[config.mk]
export PLATFORM = sky130hd
export DESIGN_NAME = axi_burst_mem
export DESIGN_NICKNAME = d
export VERILOG_FILES = /design/src/rtl/axi_burst_mem.sv
export SDC_FILE = /design/constraint.sdc
export NUM_CORES = 2
export LEC_CHECK = 0
export ABC_CLOCK_PERIOD_IN_PS = 2780
export CORE_MARGIN = 2
export CORE_UTILIZATION = 60
export CTS_CLUSTER_SIZE = 14
export DETAILED_ROUTE_END_ITERATION = 7
export DONT_BUFFER_PORTS = 1
export PLACE_DENSITY = 0.86
export SLEW_MARGIN = 20
export SYNTH_ARGS = -nofsm -noshare
export SYNTH_HDL_FRONTEND = slang
export SYNTH_SLANG_ARGS = --single-unit
export TNS_END_PERCENT = 5
[constraint.sdc]
create_clock -name ACLK -period 2.78 [get_ports ACLK]
set_input_delay 0.139 -clock ACLK [delete_from_list [all_inputs] [get_ports ACLK]]
set_output_delay 0.139 -clock ACLK [all_outputs]
set_load 0.05 [all_outputs]
[src/rtl/axi_burst_mem.sv]
`default_nettype none
// ============================================================================
// Module   : axi_burst_mem
// Brief    : AXI-style word-addressed burst memory slave with independent
//            read/write FSMs, FIXED/INCR/WRAP bursts, WSTRB and SLVERR.
// Revision : 1.0  initial release
// ============================================================================
module axi_burst_mem #(
    parameter int DATA_WIDTH = 32,
    parameter int ADDR_WIDTH = 5,
    parameter int MEM_DEPTH  = 32
) (
    input  logic                    ACLK,
    input  logic                    ARESETn,
    input  logic                    W_EN,
    input  logic                    R_EN,
    input  logic                    AWVALID,
    output logic                    AWREADY,
    input  logic [ADDR_WIDTH-1:0]   AWADDR,
    input  logic [7:0]              AWLEN,
    input  logic [1:0]              AWBURST,
    input  logic                    WVALID,
    output logic                    WREADY,
    input  logic [DATA_WIDTH-1:0]   WDATA,
    input  logic [DATA_WIDTH/8-1:0] WSTRB,
    input  logic                    WLAST,
    output logic                    BVALID,
    input  logic                    BREADY,
    output logic [1:0]              BRESP,
    input  logic                    ARVALID,
    output logic                    ARREADY,
    input  logic [ADDR_WIDTH-1:0]   ARADDR,
    input  logic [7:0]              ARLEN,
    input  logic [1:0]              ARBURST,
    output logic                    RVALID,
    input  logic                    RREADY,
    output logic [DATA_WIDTH-1:0]   RDATA,
    output logic [1:0]              RRESP,
    output logic                    RLAST
);

    localparam int                  c_NB          = DATA_WIDTH / 8;
    localparam logic [ADDR_WIDTH:0] c_DEPTH       = (ADDR_WIDTH + 1)'(MEM_DEPTH);
    localparam logic [1:0]          c_RESP_OKAY   = 2'b00;
    localparam logic [1:0]          c_RESP_SLVERR = 2'b10;
    localparam logic [1:0]          c_W_IDLE      = 2'd0;
    localparam logic [1:0]          c_W_DATA      = 2'd1;
    localparam logic [1:0]          c_W_RESP      = 2'd2;
    localparam logic                c_R_IDLE      = 1'b0;
    localparam logic                c_R_DATA      = 1'b1;

    function automatic logic [ADDR_WIDTH-1:0] f_next_addr(input logic [ADDR_WIDTH-1:0] addr,
                                                          input logic [7:0] len,
                                                          input logic [1:0] burst);
        logic [ADDR_WIDTH-1:0] mask;
        logic [ADDR_WIDTH-1:0] inc;
        mask = ADDR_WIDTH'(len);
        inc  = addr + ADDR_WIDTH'(1);
        case (burst)
            2'b01:   f_next_addr = inc;
            2'b10:   f_next_addr = (addr & ~mask) | (inc & mask);
            default: f_next_addr = addr;
        endcase
    endfunction

    function automatic logic f_illegal(input logic [7:0] len, input logic [1:0] burst);
        f_illegal = (burst == 2'b11) ||
                    ((burst == 2'b10) && !((len == 8'd1) || (len == 8'd3) ||
                                           (len == 8'd7) || (len == 8'd15)));
    endfunction

    function automatic logic f_in_range(input logic [ADDR_WIDTH-1:0] addr);
        f_in_range = ({1'b0, addr} < c_DEPTH);
    endfunction

    logic [DATA_WIDTH-1:0] r_mem [MEM_DEPTH];

    // Write channel state
    logic [1:0]            r_w_state, w_w_state_nxt;
    logic [ADDR_WIDTH-1:0] r_w_addr,  w_w_addr_nxt;
    logic [7:0]            r_w_len,   w_w_len_nxt;
    logic [1:0]            r_w_burst, w_w_burst_nxt;
    logic [7:0]            r_w_beat,  w_w_beat_nxt;
    logic                  r_w_err,   w_w_err_nxt;
    logic                  r_w_ill,   w_w_ill_nxt;
    logic                  r_awready, w_awready_nxt;
    logic                  r_wready,  w_wready_nxt;
    logic                  r_bvalid,  w_bvalid_nxt;
    logic [1:0]            r_bresp,   w_bresp_nxt;
    logic                  w_mem_we;

    // Read channel state; r_r_addr is the address of the next beat to load
    logic                  r_r_state, w_r_state_nxt;
    logic [ADDR_WIDTH-1:0] r_r_addr,  w_r_addr_nxt;
    logic [7:0]            r_r_len,   w_r_len_nxt;
    logic [1:0]            r_r_burst, w_r_burst_nxt;
    logic [7:0]            r_r_beat,  w_r_beat_nxt;
    logic                  r_r_ill,   w_r_ill_nxt;
    logic                  r_arready, w_arready_nxt;
    logic                  r_rvalid,  w_rvalid_nxt;
    logic [DATA_WIDTH-1:0] r_rdata,   w_rdata_nxt;
    logic [1:0]            r_rresp,   w_rresp_nxt;
    logic                  r_rlast,   w_rlast_nxt;
    logic                  w_load;
    logic                  w_ld_ok;
    logic [ADDR_WIDTH-1:0] w_ld_addr;
    logic                  w_ld_ill;

    always_comb begin
        w_w_state_nxt = r_w_state;
        w_w_addr_nxt  = r_w_addr;
        w_w_len_nxt   = r_w_len;
        w_w_burst_nxt = r_w_burst;
        w_w_beat_nxt  = r_w_beat;
        w_w_err_nxt   = r_w_err;
        w_w_ill_nxt   = r_w_ill;
        w_awready_nxt = r_awready;
        w_wready_nxt  = r_wready;
        w_bvalid_nxt  = r_bvalid;
        w_bresp_nxt   = r_bresp;
        w_mem_we      = 1'b0;
        case (r_w_state)
            c_W_IDLE: begin
                w_awready_nxt = W_EN;
                if (AWVALID && r_awready) begin
                    w_w_state_nxt = c_W_DATA;
                    w_w_addr_nxt  = AWADDR;
                    w_w_len_nxt   = AWLEN;
                    w_w_burst_nxt = AWBURST;
                    w_w_beat_nxt  = 8'd0;
                    w_w_ill_nxt   = f_illegal(AWLEN, AWBURST);
                    w_w_err_nxt   = w_w_ill_nxt;
                    w_awready_nxt = 1'b0;
                    w_wready_nxt  = 1'b1;
                end
            end
            c_W_DATA: begin
                if (WVALID && r_wready) begin
                    w_mem_we     = !r_w_ill && f_in_range(r_w_addr);
                    w_w_err_nxt  = r_w_err || r_w_ill || !f_in_range(r_w_addr) ||
                                   (WLAST != (r_w_beat == r_w_len));
                    w_w_addr_nxt = f_next_addr(r_w_addr, r_w_len, r_w_burst);
                    w_w_beat_nxt = r_w_beat + 8'd1;
                    // Burst length is authoritative; WLAST only feeds the error flag
                    if (r_w_beat == r_w_len) begin
                        w_w_state_nxt = c_W_RESP;
                        w_wready_nxt  = 1'b0;
                        w_bvalid_nxt  = 1'b1;
                        w_bresp_nxt   = w_w_err_nxt ? c_RESP_SLVERR : c_RESP_OKAY;
                    end
                end
            end
            c_W_RESP: begin
                if (BREADY) begin
                    w_w_state_nxt = c_W_IDLE;
                    w_bvalid_nxt  = 1'b0;
                    w_bresp_nxt   = c_RESP_OKAY;
                    w_awready_nxt = W_EN;
                end
            end
            default: w_w_state_nxt = c_W_IDLE;
        endcase
    end

    always_comb begin
        w_r_state_nxt = r_r_state;
        w_r_addr_nxt  = r_r_addr;
        w_r_len_nxt   = r_r_len;
        w_r_burst_nxt = r_r_burst;
        w_r_beat_nxt  = r_r_beat;
        w_r_ill_nxt   = r_r_ill;
        w_arready_nxt = r_arready;
        w_rvalid_nxt  = r_rvalid;
        w_rdata_nxt   = r_rdata;
        w_rresp_nxt   = r_rresp;
        w_rlast_nxt   = r_rlast;
        w_load        = 1'b0;
        w_ld_addr     = r_r_addr;
        w_ld_ill      = r_r_ill;
        case (r_r_state)
            c_R_IDLE: begin
                w_arready_nxt = R_EN;
                if (ARVALID && r_arready) begin
                    w_r_state_nxt = c_R_DATA;
                    w_r_len_nxt   = ARLEN;
                    w_r_burst_nxt = ARBURST;
                    w_r_ill_nxt   = f_illegal(ARLEN, ARBURST);
                    w_r_beat_nxt  = 8'd0;
                    w_arready_nxt = 1'b0;
                    w_rvalid_nxt  = 1'b1;
                    w_rlast_nxt   = (ARLEN == 8'd0);
                    w_r_addr_nxt  = f_next_addr(ARADDR, ARLEN, ARBURST);
                    w_load        = 1'b1;
                    w_ld_addr     = ARADDR;
                    w_ld_ill      = w_r_ill_nxt;
                end
            end
            default: begin
                if (RREADY) begin
                    if (r_rlast) begin
                        w_r_state_nxt = c_R_IDLE;
                        w_rvalid_nxt  = 1'b0;
                        w_rlast_nxt   = 1'b0;
                        w_rresp_nxt   = c_RESP_OKAY;
                        w_rdata_nxt   = '0;
                        w_arready_nxt = R_EN;
                    end else begin
                        w_r_beat_nxt = r_r_beat + 8'd1;
                        w_rlast_nxt  = (w_r_beat_nxt == r_r_len);
                        w_r_addr_nxt = f_next_addr(r_r_addr, r_r_len, r_r_burst);
                        w_load       = 1'b1;
                    end
                end
            end
        endcase
        // Memory is sampled before this edge's write lands, so same-word reads see old data
        w_ld_ok = !w_ld_ill && f_in_range(w_ld_addr);
        if (w_load) begin
            w_rdata_nxt = w_ld_ok ? r_mem[w_ld_addr] : '0;
            w_rresp_nxt = w_ld_ok ? c_RESP_OKAY : c_RESP_SLVERR;
        end
    end

    always_ff @(posedge ACLK or negedge ARESETn) begin
        if (!ARESETn) begin
            r_w_state <= c_W_IDLE;
            r_w_addr  <= '0;
            r_w_len   <= 8'd0;
            r_w_burst <= 2'b00;
            r_w_beat  <= 8'd0;
            r_w_err   <= 1'b0;
            r_w_ill   <= 1'b0;
            r_awready <= 1'b0;
            r_wready  <= 1'b0;
            r_bvalid  <= 1'b0;
            r_bresp   <= c_RESP_OKAY;
            r_r_state <= c_R_IDLE;
            r_r_addr  <= '0;
            r_r_len   <= 8'd0;
            r_r_burst <= 2'b00;
            r_r_beat  <= 8'd0;
            r_r_ill   <= 1'b0;
            r_arready <= 1'b0;
            r_rvalid  <= 1'b0;
            r_rdata   <= '0;
            r_rresp   <= c_RESP_OKAY;
            r_rlast   <= 1'b0;
        end else begin
            r_w_state <= w_w_state_nxt;
            r_w_addr  <= w_w_addr_nxt;
            r_w_len   <= w_w_len_nxt;
            r_w_burst <= w_w_burst_nxt;
            r_w_beat  <= w_w_beat_nxt;
            r_w_err   <= w_w_err_nxt;
            r_w_ill   <= w_w_ill_nxt;
            r_awready <= w_awready_nxt;
            r_wready  <= w_wready_nxt;
            r_bvalid  <= w_bvalid_nxt;
            r_bresp   <= w_bresp_nxt;
            r_r_state <= w_r_state_nxt;
            r_r_addr  <= w_r_addr_nxt;
            r_r_len   <= w_r_len_nxt;
            r_r_burst <= w_r_burst_nxt;
            r_r_beat  <= w_r_beat_nxt;
            r_r_ill   <= w_r_ill_nxt;
            r_arready <= w_arready_nxt;
            r_rvalid  <= w_rvalid_nxt;
            r_rdata   <= w_rdata_nxt;
            r_rresp   <= w_rresp_nxt;
            r_rlast   <= w_rlast_nxt;
        end
    end

    always_ff @(posedge ACLK or negedge ARESETn) begin
        if (!ARESETn) begin
            for (int i = 0; i < MEM_DEPTH; i++) r_mem[i] <= '0;
        end else if (w_mem_we) begin
            for (int b = 0; b < c_NB; b++) begin
                if (WSTRB[b]) r_mem[r_w_addr][b*8 +: 8] <= WDATA[b*8 +: 8];
            end
        end
    end

    assign AWREADY = r_awready;
    assign WREADY  = r_wready;
    assign BVALID  = r_bvalid;
    assign BRESP   = r_bresp;
    assign ARREADY = r_arready;
    assign RVALID  = r_rvalid;
    assign RDATA   = r_rdata;
    assign RRESP   = r_rresp;
    assign RLAST   = r_rlast;

endmodule
`default_nettype wire

==> qor.csv <==
metric,value,unit
drtIter0Drc,6363,
synth_top_cell_by_area,dfrtp_1,
swShare,38.3,%
fmax,0.350,GHz
finClkSkew,0.0335,ns
dp_hpwl,111000,microns
antenna_found_initial,7,
period_share,103,%
finalCriticalPeriod,2.86,ns
post_cts_buffers,0,
synth_cell_types,75,
synthCells,4804,
finalSetupViolCount,31,
initial_utilization,60.7,%
yosysSeqAreaShare,46.7,%
synth_top_family_by_area,multiplexers,
root_buffer,clkbuf_16,
p_leak,31.2,nW
violations,"negative hold slack, max-slew violations, negative setup slack",
async_flop_share,100,%
vias,44868,
grt_pass1_wl,278000,microns
postRouteAntennaNets,0,
start_kind,flip-flop,
r2r_end,RDATA[5],
status,"complete, but fails checks",
path_max_fanout,13,
synth_top_area_share,46.7,%
port_buffers,0,
wl,186000,microns
combPwrFrac,36.2,%
synth_xor_xnor_area_share,0.454,%
fin_ws,-0.0787,ns
startpoint,ARREADY,
grt_pass1_vias,45301,
worstMarginPinSlew,1.53,ns
rsz0062_at_grt,true,
crit_type,reg -> reg,
crit_path_end_kind,flip-flop,
synthMuxAreaShare,35.4,%
crit_arrival,3.49,ns
setup_tns,-0.570,ns
synth_ff_type,dfrtp_1,
clock_latency,0.71,ns
coreArea,98600,sq um
grtUsageTotal,35.7,%
synthesis.area,59800,sq um
r2r_setup_slack,-0.08,ns
design.die.area,102000,sq um
critical_path_required,3.42,ns
synthAdderAreaFrac,0.251,%
synth_seq_cells,1116,
fin_nets,4914,
grt.overflow.total,0,
synth_warnings,0,
clkSinkCount,1116,
synth-edff-count,0,
drv_slew,41,
row_count,115,
cts_tree,yes,
dr.pass1.iters,7,
drv_cap,0,
whs,-0.885,ns
grt_max_degree,1117,
gp_congestion,0.944,
place_ws,-0.111,ns
slew_headroom,-1.99,%
min_path_type,in -> async,
drive_gt1_share,37.5,%
vias_per_cell,7.23,
intPower,0.0385,W
p_seq_share,38.7,%
p_per_area,932,nW/um^2
yosys.area_share.simple,6.94,%
htreeDepth,3,
vdd_drop_max,0.813,mV
die_h,320,microns
fin_total_pwr,0.0624,W
clk_pin_slew,0.07,ns
top_level_ports,118,
cts_made_buffers,108,
yosys-top-cells-area,"dfrtp_1, mux2_2, mux4_2",
switching_power,0.0239,W
die_x,320,microns
avgSynthCellArea,12.5,sq um
power_frac_clock,25.0,%
wl_per_cell,29.9,microns
r2r_cells,8,
synth_compound_area_share,7.29,%
drc,0,
cts_hold_buffers,110,
area_growth_syn_to_layout,11.9,%
cts.path.max_buffers,3,
hold_violations,488,
r2r-start,ARREADY,
## registers in the layout, indices dropped and copies added (netlist names), 2 cells and up, named ones only
register   count
r_w_burst      2
r_r_burst      2
r_w_state      2
r_r_beat       8
r_mem       1024
r_w_beat       8
r_r_len        8
r_w_len        8
RDATA         32
## worst max-delay path: stages (launching register included)
cell and delay [ns]:
dfrtp_1 0.51, and3b_4 0.40, mux2i_4 0.32, buf_4 0.33, nor2_2 0.06, buf_4 0.29, a32oi_1 0.53, nand4_1 0.24
nand4_1 0.12
## metal layers
layer / track usage [%] / up-vias / part of all wire (%)
met1: 45.7 / 22908 / 36
met5: 0.615 / - / 0.055
met4: 22.5 / 4 / 7.0
li1: - / 17939 / -
met3: 11.5 / 844 / 12
met2: 52.8 / 3173 / 44
## metrics by stage
step / instance area (sq um) / instances / utilization [%]
after floorplan: 59800 / 4805 / -
after global placement: 61500 / 5887 / 62.4
after detailed placement: 61500 / 5887 / 62.4
after CTS: 66600 / 6197 / 67.6
after global routing: 66900 / 6205 / 67.9
final: 66900 / 6209 / 67.9
## cell usage after synthesis (18+ instances only)
library cell and n:
xor2_1 22, nor2_1 61, o41ai_1 19, mux4_2 213
buf_1 23, a21oi_1 194, nand2b_1 20, a211oi_1 141
nand4_1 44, nor2_2 21, buf_2 128, nor3_1 19
a221oi_1 38, nand3_1 113, a32oi_1 18, mux2i_1 344
nor2_4 20, a211o_1 43, nor2b_1 72, nand2_1 445
o21ai_0 164, mux2_2 1146, clkbuf_1 208, buf_4 25
dfrtp_1 1116
## worst max path at each step
stage                       end  slack (ns)  cells past startpoint
floorplan             RDATA[11]        0.24                      8
global placement    r_mem[1005]       -0.03                      6
detailed placement   r_mem[992]       -0.11                      6
CTS                   RDATA[12]        0.02                      8
global route         r_mem[842]       -0.11                      7
finish                 RDATA[5]       -0.08                      8
## final cells by class
class	instances	area, sq um
multi-input combinational	3289	30300
timing repair buffer	300	3260
fill	6220	31600
inverter	11	41.3
clock buffer	162	3260
tap	1287	1610
antenna	6	15.0
sequential	1116	27900
clock inverter	38	512
## power groups by stage
stage | clock network [W] | logic [W] | registers, W
2_1_floorplan | 0 | 0.0149 | 0.0227
3_3_place_gp | 0 | 0.0199 | 0.0237
3_5_place_dp | 0 | 0.0204 | 0.0240
4_1_cts | 0.0156 | 0.0212 | 0.0238
5_1_grt | 0.0163 | 0.0235 | 0.0244
6_report | 0.0156 | 0.0226 | 0.0242
## cell families after synthesis
kind of cell    count (synthesis)
mux                          1705
flops                        1116
simple gates                  865
compound gates                674
buf+inv                       400
xor+xnor                       31
fa+ha+maj                      12
other cells                     1
## cell usage in the layout, fill, tap and decap left out, types with 38 or more instances in the layout
| cell | count |
|---|---|
| a211o_1 | 43 |
| a211oi_1 | 141 |
| a21oi_1 | 193 |
| a221oi_1 | 38 |
| buf_12 | 55 |
| buf_4 | 159 |
| clkbuf_16 | 111 |
| dfrtp_1 | 1113 |
| dlygate4sd3_1 | 78 |
| mux2_2 | 1146 |
| mux2i_1 | 343 |
| mux4_2 | 213 |
| nand2_1 | 444 |
| nand3_1 | 112 |
| nand4_1 | 44 |
| nor2_1 | 58 |
| nor2b_1 | 72 |
| o21ai_0 | 164 |
## repair_timing
item | in CTS | in global routing
setup endpoints to repair | 36 | 116
gates resized for setup | 2 | 20
pin swaps | 0 | 2
hold endpoints to repair | 2209 | 488
cloned | 0 | 0
Power figures use the tool's default switching activity.
